==> src/rtl/alu_arbiter.sv <==
// alu_arbiter: round-robin arbiter sharing one external 8-bit ALU between two requesters
module alu_arbiter #(
  parameter int MUL_CYCLES = 2,
  parameter int OP_CYCLES  = 1
) (
  input  logic       clk,
  input  logic       rst_n,
  input  logic       req0,
  input  logic       req1,
  input  logic [2:0] op0,
  input  logic [2:0] op1,
  input  logic [7:0] a0,
  input  logic [7:0] b0,
  input  logic [7:0] a1,
  input  logic [7:0] b1,
  output logic       gnt0,
  output logic       gnt1,
  output logic       done0,
  output logic       done1,
  output logic [7:0] result_out,
  output logic       zero_out,
  output logic       busy,
  output logic [7:0] alu_data1,
  output logic [7:0] alu_data2,
  output logic [2:0] alu_select,
  input  logic [7:0] alu_result,
  input  logic       alu_zero
);
  typedef enum logic [1:0] {IDLE, EXEC, RESP} state_t;
  state_t     state, state_nxt;
  logic [3:0] cnt, len;
  logic [2:0] op_w;
  logic       last, owner, pick, fin, take;

  assign busy = state != IDLE;

  // arbitration, grants and next state; a lone requester wins, a tie goes to the one not granted last
  always_comb begin
    pick      = (req0 & req1) ? ~last : req1;
    take      = rst_n & (state == IDLE) & (req0 | req1);
    gnt0      = take & ~pick;
    gnt1      = take & pick;
    op_w      = pick ? op1 : op0;
    len       = (op_w == 3'b100) ? 4'(MUL_CYCLES) : 4'(OP_CYCLES);
    fin       = (state == EXEC) & (cnt == 4'd1);
    state_nxt = state == IDLE ? (take ? EXEC : IDLE) :
                state == EXEC ? (fin ? RESP : EXEC) : IDLE;
  end

  // state register; reset aborts any operation in flight
  always_ff @(posedge clk or negedge rst_n) begin
    if (!rst_n) state <= IDLE;
    else        state <= state_nxt;
  end

  // operand capture at grant, EXEC countdown, result latch and DONE pulse
  always_ff @(posedge clk or negedge rst_n) begin
    if (!rst_n) begin
      last       <= 1'b1;
      owner      <= 1'b0;
      cnt        <= '0;
      alu_data1  <= '0;
      alu_data2  <= '0;
      alu_select <= '0;
      result_out <= '0;
      zero_out   <= 1'b0;
      done0      <= 1'b0;
      done1      <= 1'b0;
    end else begin
      done0 <= fin & ~owner;
      done1 <= fin & owner;
      if (fin) begin
        result_out <= alu_result;
        zero_out   <= alu_zero;
      end
      if (take) begin
        alu_data1  <= pick ? a1 : a0;
        alu_data2  <= pick ? b1 : b0;
        alu_select <= op_w;
        owner      <= pick;
        last       <= pick;
        cnt        <= len;
      end else if (state == EXEC) begin
        cnt <= cnt - 4'd1;
      end
    end
  end
endmodule

==> config.mk <==
export PLATFORM = sky130hd
export DESIGN_NAME = alu_arbiter
export DESIGN_NICKNAME = d
export VERILOG_FILES = /design/src/rtl/alu_arbiter.sv
export SDC_FILE = /design/constraint.sdc
export NUM_CORES = 1
export LEC_CHECK = 0
export ABC_CLOCK_PERIOD_IN_PS = 4500
export CORE_MARGIN = 8
export CORE_UTILIZATION = 45
export DETAILED_ROUTE_END_ITERATION = 10
export GPL_TIMING_DRIVEN = 0
export HOLD_SLACK_MARGIN = 0.1
export PLACE_DENSITY = 0.86
export SYNTH_ARGS = -nofsm -noshare
export SYNTH_HDL_FRONTEND = slang
export SYNTH_SLANG_ARGS = --single-unit
==> constraint.sdc <==
create_clock -name clk -period 4.5 [get_ports clk]
set_input_delay 0.9 -clock clk [delete_from_list [all_inputs] [get_ports clk]]
set_output_delay 0.9 -clock clk [all_outputs]
set_load 0.02 [all_outputs]
# Yosys cells after proc, flatten, opt, wreduce, memory -nomap -nowiden
# Index checks and enable logic that the tools add are counted.
[classes]
n_eq_ne = 3
add_sub_neg = 1
n_mux = 11
n_reduce_logical = 3
bitwise = 12
[op_table]
columns = ["op", "count"]
rows = [
  ["8-bit 2-to-1 mux", 2],
  ["1-bit AND", 8],
  ["2-bit 2-to-1 mux", 4],
  ["4-bit 2-to-1 mux", 2],
  ["4-bit by 1-bit == test with 1-bit output, second input constant", 1],
  ["2-bit nonzero test", 2],
  ["4-bit by 1-bit subtractor with 4-bit output, second input constant", 1],
  ["3-bit == test, second input constant", 1],
  ["3-bit 2-to-1 mux", 1],
  ["1-bit NOT", 3],
  ["2-bit by 1-bit == test with 1-bit output, second input constant", 1],
  ["2-bit zero test", 1],
  ["1-bit 2-to-1 mux", 2],
  ["1-bit OR", 1],
]
[totals]
out_inout_bits = 33
ff_bits = 38

# Longest topological paths before layout
[depth]
ltp_word = 6
depth_mapped = 6
mapped_depth_nobuf = 5

# Worst setup path after synthesis
# Ideal clock, no wire load.
[synth_timing]
path_type = "input-to-output"
start = "input req1"
end = "output gnt0"
cell_stages = 5
required_time_ns = 3.600
t_arrival_ns = 1.760
slack_ns = 1.840
n_path_buf = 2
cell_sequence = "nor2_1 nor3b_2 buf_6 buf_8 nor2b_1"
[synth_between]
elab_chain_len = 4
elab_cells_between_ends = 6
classes_between = "mux (1); bitwise (5)"
[synth_lines]
columns = ["item", "line_no", "source"]
rows = [
  ["from (decl)", "9", "input logic req1,"],
  ["1-bit AND", "39", "pick = (req0 & req1) ? ~last : req1;"],
  ["1-bit 2-to-1 mux", "39", ""],
  ["1-bit NOT", "41", "gnt0 = take & ~pick;"],
  ["1-bit AND (*)", "41", ""],
  ["to (decl)", "16", "output logic gnt0,"],
]
# Mark *: on every way between the ends. The rest lies on a longest branch, timed or not.

# Worst setup path in the final report
[layout_timing]
start = "input rst_n"
end = "output gnt0"
[layout_between]
elab_chain_len = 3
[layout_lines]
columns = ["item", "line_no", "source"]
rows = [
  ["from (decl)", "7", "input logic rst_n,"],
  ["1-bit AND (2 in series)", "40", "take = rst_n & (state == IDLE) & (req0 | req1);"],
  ["1-bit AND", "41", ""],
]
# Every way passes these cells.

==> results.ini <==
[critical_path]
r2r_start=cnt[1]
crit_family=buffers and inverters
cp.required_ps=3600
crit_arrival_ps=2960
crit_type=input port to primary output
r2r_end=result_out[5]
rr_worst_depth=6
critPathMaxFanout=39
worst-path-stages=6
critical-path-slowest-cell=buf_2
crit_path_cell_trace=buf_2 -> nor3b_2 -> buf_6 -> buf_8 -> nor2b_1 -> clkdlybuf4s50_1
critPathLaunch=rst_n
rrSetupSlack_ps=2780
path_buf_inv=4
critPathCapture=gnt0
critPathLaunchType=input port
critPathMaxStageDelay_ps=630
crit_path_end_kind=primary output

[clock_tree]
cts_tree=done
ctsResizeCount=0
clockBufferDepth=2
insertion_delay_ps=290
cts.sinks=38
cts_root_buf=clkbuf_8
ctsHoldBuffers=0
post_cts_buffers=0
cts_buffers=5
path_clk_slew_ps=70
cts_htree_levels=2

[yosys]
synth_top_family_by_area=multiplexers
synth-simple-area-share=0.06071
synth-xor-area-share=0.009340
yosysSeqAreaShare=0.5077
synthAdderAreaFrac=0.01334
synth_nets=178
syn_inst=125
synth.avg_cell_area_sq_um=15.00
muxShareOfSynthArea=0.3469
synth-seq-cells=38
synth_area_sq_um=1876
synth.distinct_cells=28
yosysWarningCount=0
synth_compound_area_frac=0.01734

[power_and_ir_drop]
p_int_mw=1.219
leakage_nw=1.211
comb_power_share=0.542
p_switching_uw=646.9
p_seq_frac=0.332
irDropWorstVdd_mv=0.3544
p_per_area_nw_per_um2=653.9
switching_share=0.3466
clkPwrFrac=0.126
total_power_mw=1.866

[floorplanning]
die_w_um=80.56
core_sq_um=4000
die_h_um=80.56
io_pins=84
start_util=0.4689
die_area_sq_um=6490
row_count=23

[timing]
fmax_mhz=259.3
final-hold-violation-count=0
slew_headroom=0.4486
post-route-min-period_ps=3856
drv_slew=0
setup_violations=0
whs_ps=483.2
rsz0062_at_grt=false
fin_worst_skew_ps=5.997
worstMarginPinSlew_ps=827.1
layout_setup_ws_ps=643.8
finalCritPeriodShare=0.8569

[finish]
area_delta_synth_final_pct=52.17
diodes=0
fillerInstances=289
fin_area_sq_um=2854
nets=268
instances_no_fill=266
drive_above_1_share=0.3194

[route]
post-route-drc-count=0
drt_first_pass_iters=3
met2WireLength_mm=2.339
drt-initial-drc-count=23
wl_per_cell_um=17.93
routed_wl_mm=4.769
dr_wl_met3_um=561
drt-met1-wl_mm=1.787
vias=1338
top_layer=met4
routed_via_density=5.030
ant_nets=0

[global_route]
overflow=0
antenna_found_initial=0
grt_usage=0.1517
grt_pass1_wl_mm=7.596
grt_pass1_vias=1605
grt_start_max_net_pins=40

[placement]
place_ws_ps=550.1
place.gp.congestion=0.7916
port-buffer-count=83
hpwl_mm=3.760
placed_area_sq_um=2764
dp.cells=258

[outcome]
status=finished, final reports clean

[run]
maxCapViolCount=0

[min_path]
hp-class=register to register

-- through the flow --
stage / setup TNS, ps / util
floorplan: 0 / -
global placement: -888.6 / 0.6922
detailed placement: 0 / 0.6910
CTS: 0 / 0.7135
global route: 0 / 0.7135
finish: 0 / 0.7135
-- Yosys cell counts --
cell type  number  area [sq um]
dfrtp_1        37         925.9
mux2_2         36         405.4
mux2_4         15         225.2
inv_1           3         11.26
nor2_1          3         11.26
nor3b_1         3         22.52
buf_4           2         15.01
buf_6           2         22.52
ha_1            2         25.02
mux2i_1         2         20.02
nand3b_1        2         15.01
nor2b_1         2         12.51
a21boi_2        1         11.26
a21oi_1         1         5.000
and2_1          1         6.260
and3_1          1         6.260
buf_12          1         20.02
buf_8           1         15.01
dfstp_2         1         26.28
nand2_2         1         6.260
nor3_1          1         5.000
nor3b_2         1         12.51
o21bai_1        1         7.510
o41ai_1         1         8.760
or2_4           1         8.760
or2b_1          1         7.510
xnor2_1         1         8.760
xor2_1          1         8.760
-- metal layers --
layer	up-vias	track usage
met5	-	0
met2	61	0.2534
met3	9	0.08259
li1	621	-
met1	647	0.1507
met4	0	0.06909
-- power by group through the flow --
stage	combinational (mW)	sequential, mW	clock, mW
after floorplan	0.436	0.771	0
after global placement	0.998	0.605	0
after detailed placement	1.02	0.621	0
after CTS	1.03	0.619	0.244
after global routing	1.08	0.641	0.255
final	1.01	0.619	0.236
-- how the worst min path moves through the flow --
stage / start / end / slack, ps / cells after the start
4_1_cts: owner / done0 / 490 / 1
3_5_place_dp: owner / done0 / 470 / 1
2_1_floorplan: owner / done0 / 410 / 1
5_1_grt: alu_data1[2] / alu_data1[2] / 530 / 1
3_3_place_gp: owner / done0 / 450 / 1
6_report: owner / done0 / 480 / 1
-- flip-flops by register name, summed over array words and instances (netlist names), 2 cells and up --
signal and flops:
alu_data1 8, alu_data2 8, alu_select 3, cnt 4, result_out 8, state 2
-- layout make-up --
type / count / area (sq um) / share of cell area
repair buffers: 83 / 825.8 / 0.2893
clock buffers: 8 / 90.09 / 0.03157
plain buffers: 6 / 72.57 / 0.02543
multi-input cells: 78 / 839.6 / 0.2942
well taps: 50 / 62.56 / 0.02192
inverters: 3 / 11.26 / 0.003946
flip-flops and latches: 38 / 952.2 / 0.3336
-- cells in the final DEF, fill, tap and decap left out, types with 2 or more instances in the layout --
| master | instances |
|---|---|
| clkdlybuf4s50_1 | 82 |
| dfrtp_1 | 37 |
| mux2_2 | 36 |
| mux2_4 | 15 |
| clkbuf_8 | 6 |
| inv_1 | 3 |
| nor3b_1 | 3 |
| nor2_1 | 3 |
| buf_6 | 2 |
| buf_4 | 2 |
| nor2b_1 | 2 |
| nand3b_1 | 2 |
| mux2i_1 | 2 |
| ha_1 | 2 |
| clkbuf_1 | 2 |
-- kinds of logic after synthesis --
logic type      after synthesis
compound gates                4
xor+xnor                      2
fa+ha+maj                     2
buf+inv                       9
flops                        38
mux                          53
simple gates                 17
No activity file was read; power rests on OpenSTA's default activity.
